==> config.mk <==
export PLATFORM = sky130hd
export DESIGN_NAME = program_loader
export DESIGN_NICKNAME = d
export VERILOG_FILES = /design/src/rtl/loader_pkg.sv /design/src/rtl/program_loader.sv
export SDC_FILE = /design/constraint.sdc
export NUM_CORES = 1
export LEC_CHECK = 0
export CAP_MARGIN = 20
export CORE_ASPECT_RATIO = 2
export CORE_MARGIN = 2
export CORE_UTILIZATION = 40
export CTS_CLUSTER_SIZE = 30
export DETAILED_ROUTE_END_ITERATION = 8
export GPL_ROUTABILITY_DRIVEN = 0
export GPL_TIMING_DRIVEN = 0
export PLACE_DENSITY = 0.66
export SYNTH_ARGS = -nofsm -noshare
export SYNTH_HDL_FRONTEND = slang
export SYNTH_SLANG_ARGS = --single-unit
==> constraint.sdc <==
create_clock -name clock -period 3 [get_ports clock]
set_clock_uncertainty 0.05 [all_clocks]
set_input_delay 0.3 -clock clock [delete_from_list [all_inputs] [get_ports clock]]
set_output_delay 0.3 -clock clock [all_outputs]
set_load 0.01 [all_outputs]
==> src/rtl/loader_pkg.sv <==
// Shared types and defaults for the run-time program loader.
// Also carries the HLT opcode used to terminate test images.
package loader_pkg;

    localparam int ADDR_WIDTH = 10;
    localparam int DATA_WIDTH = 32;
    localparam int MAX_WORDS  = 512;

    localparam logic [5:0] HLT = 6'b010010;

    typedef enum logic [2:0] {
        S_IDLE  = 3'd0,
        S_LOAD  = 3'd1,
        S_WRITE = 3'd2,
        S_DONE  = 3'd3,
        S_ERROR = 3'd4
    } state_e;

endpackage

==> src/rtl/program_loader.sv <==
// Streams 32-bit words into instruction memory from a base address,
// holding the CPU halted and tracking a running checksum.
module program_loader #(
    parameter int ADDR_WIDTH = loader_pkg::ADDR_WIDTH,
    parameter int DATA_WIDTH = loader_pkg::DATA_WIDTH,
    parameter int MAX_WORDS  = loader_pkg::MAX_WORDS
) (
    input  logic                  clock,
    input  logic                  reset,
    input  logic                  start,
    input  logic [ADDR_WIDTH-1:0] base_addr,
    input  logic [ADDR_WIDTH-1:0] word_count,
    input  logic                  in_valid,
    input  logic [DATA_WIDTH-1:0] in_data,
    output logic                  in_ready,
    output logic [DATA_WIDTH-1:0] mem_dado,
    output logic [ADDR_WIDTH-1:0] mem_endereco,
    output logic                  mem_write,
    output logic                  cpu_halt,
    output logic                  busy,
    output logic                  done,
    output logic                  error,
    output logic [DATA_WIDTH-1:0] checksum
);

    import loader_pkg::*;

    localparam logic [ADDR_WIDTH:0] MAX_LIM = (ADDR_WIDTH+1)'(MAX_WORDS);

    state_e                state;
    logic [ADDR_WIDTH-1:0] addr;
    logic [ADDR_WIDTH-1:0] remaining;
    logic [ADDR_WIDTH:0]   end_addr;
    logic                  range_bad;
    logic                  can_start;

    // Extra bit keeps the end address from wrapping.
    assign end_addr  = {1'b0, base_addr} + {1'b0, word_count};
    assign range_bad = end_addr > MAX_LIM;

    assign can_start = (state == S_IDLE)
                     | (state == S_DONE)
                     | (state == S_ERROR);

    assign in_ready  = (state == S_LOAD);
    assign mem_write = (state == S_WRITE);
    assign busy      = (state == S_LOAD) | (state == S_WRITE);
    assign cpu_halt  = busy;
    assign done      = (state == S_DONE);
    assign error     = (state == S_ERROR);

    always_ff @(posedge clock) begin
        if (!reset) begin
            state        <= S_IDLE;
            addr         <= '0;
            remaining    <= '0;
            mem_dado     <= '0;
            mem_endereco <= '0;
            checksum     <= '0;
        end else begin
            unique case (1'b1)
                can_start: begin
                    if (start) begin
                        checksum <= '0;
                        if (range_bad) begin
                            state <= S_ERROR;
                        end else if (word_count == '0) begin
                            state <= S_DONE;
                        end else begin
                            addr      <= base_addr;
                            remaining <= word_count;
                            state     <= S_LOAD;
                        end
                    end
                end
                (state == S_LOAD): begin
                    if (in_valid) begin
                        mem_dado     <= in_data;
                        mem_endereco <= addr;
                        state        <= S_WRITE;
                    end
                end
                (state == S_WRITE): begin
                    checksum  <= checksum + mem_dado;
                    addr      <= addr + 1'b1;
                    remaining <= remaining - 1'b1;
                    if (remaining == ADDR_WIDTH'(1)) begin
                        state <= S_DONE;
                    end else begin
                        state <= S_LOAD;
                    end
                end
                default: begin
                    state <= S_IDLE;
                end
            endcase
        end
    end

endmodule

==> results.md, run 1 <==
* Total number of vias at 6221
* Hold-fix buffers, CTS at 0
* Slowest cell on crit path: fa_2
* Final Max Slew Viols at 0
* Layout cells sized above 1 at 6.11%
* Switching Power at 0.000927 W
* Switching Fraction at 28.9%
* Hold Fails Final Rpt at 0
* CP bufs+invs at 0
* Yosys warns at 0
* Cell variety after synth at 60
* Crit path max fanout at 4
* Synth top cells by count: 137 x nand2_1, 97 x dfxtp_1, 83 x a21oi_1
* First-pass GRT wire length at 30400 µm
* Number of synthesized flops with an enable pin at 0
* Setup_tns at 0 ns
* Starting Density at 40.5%
* Worst slew margin at 55.7%
* Critical path arrival at 3.07 ns
* Combinational power share at 20.1%
* Grt total ovfl at 0
* Clk sinks at 97
* Yosys reg bits at 97
* H-Tree Depth at 3
* Rows at 63
* Antenna-violating nets left at 0
* Met3 Usage GRT at 3.02%
* Pwr dens at 400 mW/mm²
* Sequential cell area fraction in the yosys report at 32.5%
* Worst-case hold slack at 0.241 ns
* Final Setup Violations at 0
* Routed WL per cell at 17.7 µm
* Pleak at 3.09 nW
* Ports at 136
* Die height at 177 µm
* GRT Resource Usage Total at 23.9%
* Port buffer count at 135
* Final Cell Area at 0.00802 mm²
* Fraction of registers with async set/reset at 0%
* Vias in the first global route at 6150
* Count leader, synth: nand2_1
* Critical Path Max Stage Delay at 0.39 ns
* Worst vdd ir at 0.268 mV
* CP Cell Sequence: ha_1 -> fa_2 -> a211o_1 -> a211o_1 -> o211ai_1 -> a31oi_2 -> a221oi_2 -> a21oi_1 -> xnor2_1 -> o21ai_0
* CP Class: register to register
* MaxCap Viol Count at 0
* Internal power at 0.00228 W
* Initial antenna violation count at 0
* Area after DPL at 0.00756 mm²
* Routed wire length at 19700 µm
* CP Capture Type: register
* CP dominant cell by count: a211o_1
* Syn Std Cell Area at 0.00597 mm²
* TritonCTS clock tree: yes
* Setup WS pre-CTS at -0.762 ns
* Via density at 5.60
* Ys flop type: dfxtp_1
* Number of diodes at 0
* Met1 Use GR at 22.9%
* Synthesized net count at 867
* First DRT Iteration DRCs at 244
* Required time of the worst setup path at 3.16 ns
* Detailed Place HPWL at 15400 µm
* Layer with the highest usage: met2
* Synthesis-to-finish area growth at 34.4%
* Finished Core Util at 54.4%
* Drt pass-1 iters at 5
* Worst hold path type: input port to register
* Largest area contributor in the netlist: dfxtp_1
* Final worst-path cycle share at 96.9%
* Clk pin slew, worst setup/hold paths at 0.07 ns
* Highest clock rate at 0.344 GHz
* Outcome: finished, final reports clean
* Slew @ Worst Pin at 0.665 ns
* Largest net degree at the start of global routing at 16
* Clk_lat worst skew at 0.35 ns
* Core area at 0.0147 mm²
* Final WS setup at 0.0918 ns
* Cell chosen for the clock root: clkbuf_16
* Yosys top cell area share at 32.5%
* Largest cells by area after synthesis: dfxtp_1 33%, ha_1 9.2%, nand2_1 8.6%, a21oi_1 7.0%, o21ai_0 3.9%
* Total CTS buffers at 9
* CTS Buffer Depth at 2
* Die footprint at 0.0160 mm²
* Top Family by Delay on Critical Path: compound AO/OA/AOI/OAI gates
* Crit path launch type: register
* Post-route DRC at 0
* Final min period at 2.91 ns
* Syn Inst Count at 765
* Clock share of power at 36.0%
* Grt met2 use at 48.2%
* Syn avg cell area at 7.80 µm²
* Die span in x at 90.4 µm
* Layout Nets at 1014
* Sequential Power Share at 43.9%
cell families after synthesis:
family                   after synthesis  share of synthesized area [%]
AND/OR/NAND/NOR                      268                           20.1
XOR/XNOR                              33                           4.84
adder cells (fa/ha/maj)               46                           9.90
multiplexers                           3                          0.503
buffers and inverters                 59                           4.05
AO/OA/AOI/OAI                        259                           28.1
flip-flops                            97                           32.5
per-stage QoR:
step	total power, W	instances
floorplan	0.00177	765
global placement	0.00203	1095
detailed placement	0.00204	1095
CTS	0.00320	1109
global route	0.00334	1111
finish	0.00321	1111
cell type report:
type	instances	area, µm²
Sequential cell	97	1940
Clock buffer	10	229
Inverter	16	60.1
Clock inverter	5	57.6
Timing Repair Buffer	138	1380
Fill cell	1467	6720
Buffer	41	195
Tap cell	195	244
Multi-Input combinational cell	609	3910
repair_timing:
item | 4_1_cts | 5_1_grt
pin swaps | 5 | 7
gates resized for setup | 25 | 24
buffers inserted | 0 | 3
setup endpoints to repair | 24 | 33
sequential cells by signal, summed over array words and instances (netlist names):
register,count
addr,10
checksum,32
mem_dado,32
mem_endereco,10
remaining,10
state,3
cells in the final DEF, fill, tap and decap left out, drive strengths merged, types with 5 or more instances in the layout:
cell / instances
nor2: 42
clkdlybuf4s50: 126
nor2b: 10
nand2b: 5
inv: 15
nand2: 137
clkbuf: 45
a211o: 5
and2: 6
o211ai: 9
dlymetal6s2s: 5
a22oi: 14
a311oi: 6
nor3: 18
buf: 10
o31ai: 6
nor4: 5
o21bai: 6
dfxtp: 97
a21oi: 83
nand4: 6
a211oi: 9
ha: 44
a21o: 21
xor2: 16
o21ai: 48
o21a: 11
xnor2: 17
a31oi: 15
nand3: 20
worst paths after layout:
check,start,to,slack [ns],cells past startpoint
worst max register to register,mem_dado[0],checksum[24],0.09,10
worst min register to register,mem_endereco[0],mem_endereco[0],0.41,2
worst max-delay path,mem_dado[0],checksum[24],0.09,10
worst min-delay path,base_addr[0],addr[0],0.24,3
power by group through the flow:
stage / Clock [W] / Combinational [W] / Sequential [W]
finish: 0.00115 / 0.000644 / 0.00141
global route: 0.00122 / 0.000704 / 0.00142
CTS: 0.00117 / 0.000625 / 0.00141
detailed placement: 0 / 0.000605 / 0.00143
global placement: 0 / 0.000601 / 0.00143
floorplan: 0 / 0.000348 / 0.00143
metal layers:
| metal | wire length, µm | part of all wire (%) |
|---|---|---|
| met5 | 0 | 0 |
| met4 | 874 | 4.4 |
| met3 | 651 | 3.3 |
| met2 | 11200 | 57 |
| met1 | 6890 | 35 |
worst reg2reg max path: stages (launching register included):
cell and delay, ns:
dfxtp_1 0.35, ha_1 0.26, fa_2 0.39, a211o_1 0.29, a211o_1 0.30, o211ai_1 0.23
a31oi_2 0.26, a221oi_2 0.31, a21oi_1 0.12, xnor2_1 0.14, o21ai_0 0.09
(Power assumes the default switching activity.)
==> run 2: changes to the inputs <==
- ABC_AREA: unset -> 0
==> results of run 2 <==
No change in the layout: final DEF, timing and power equal those of run 1.
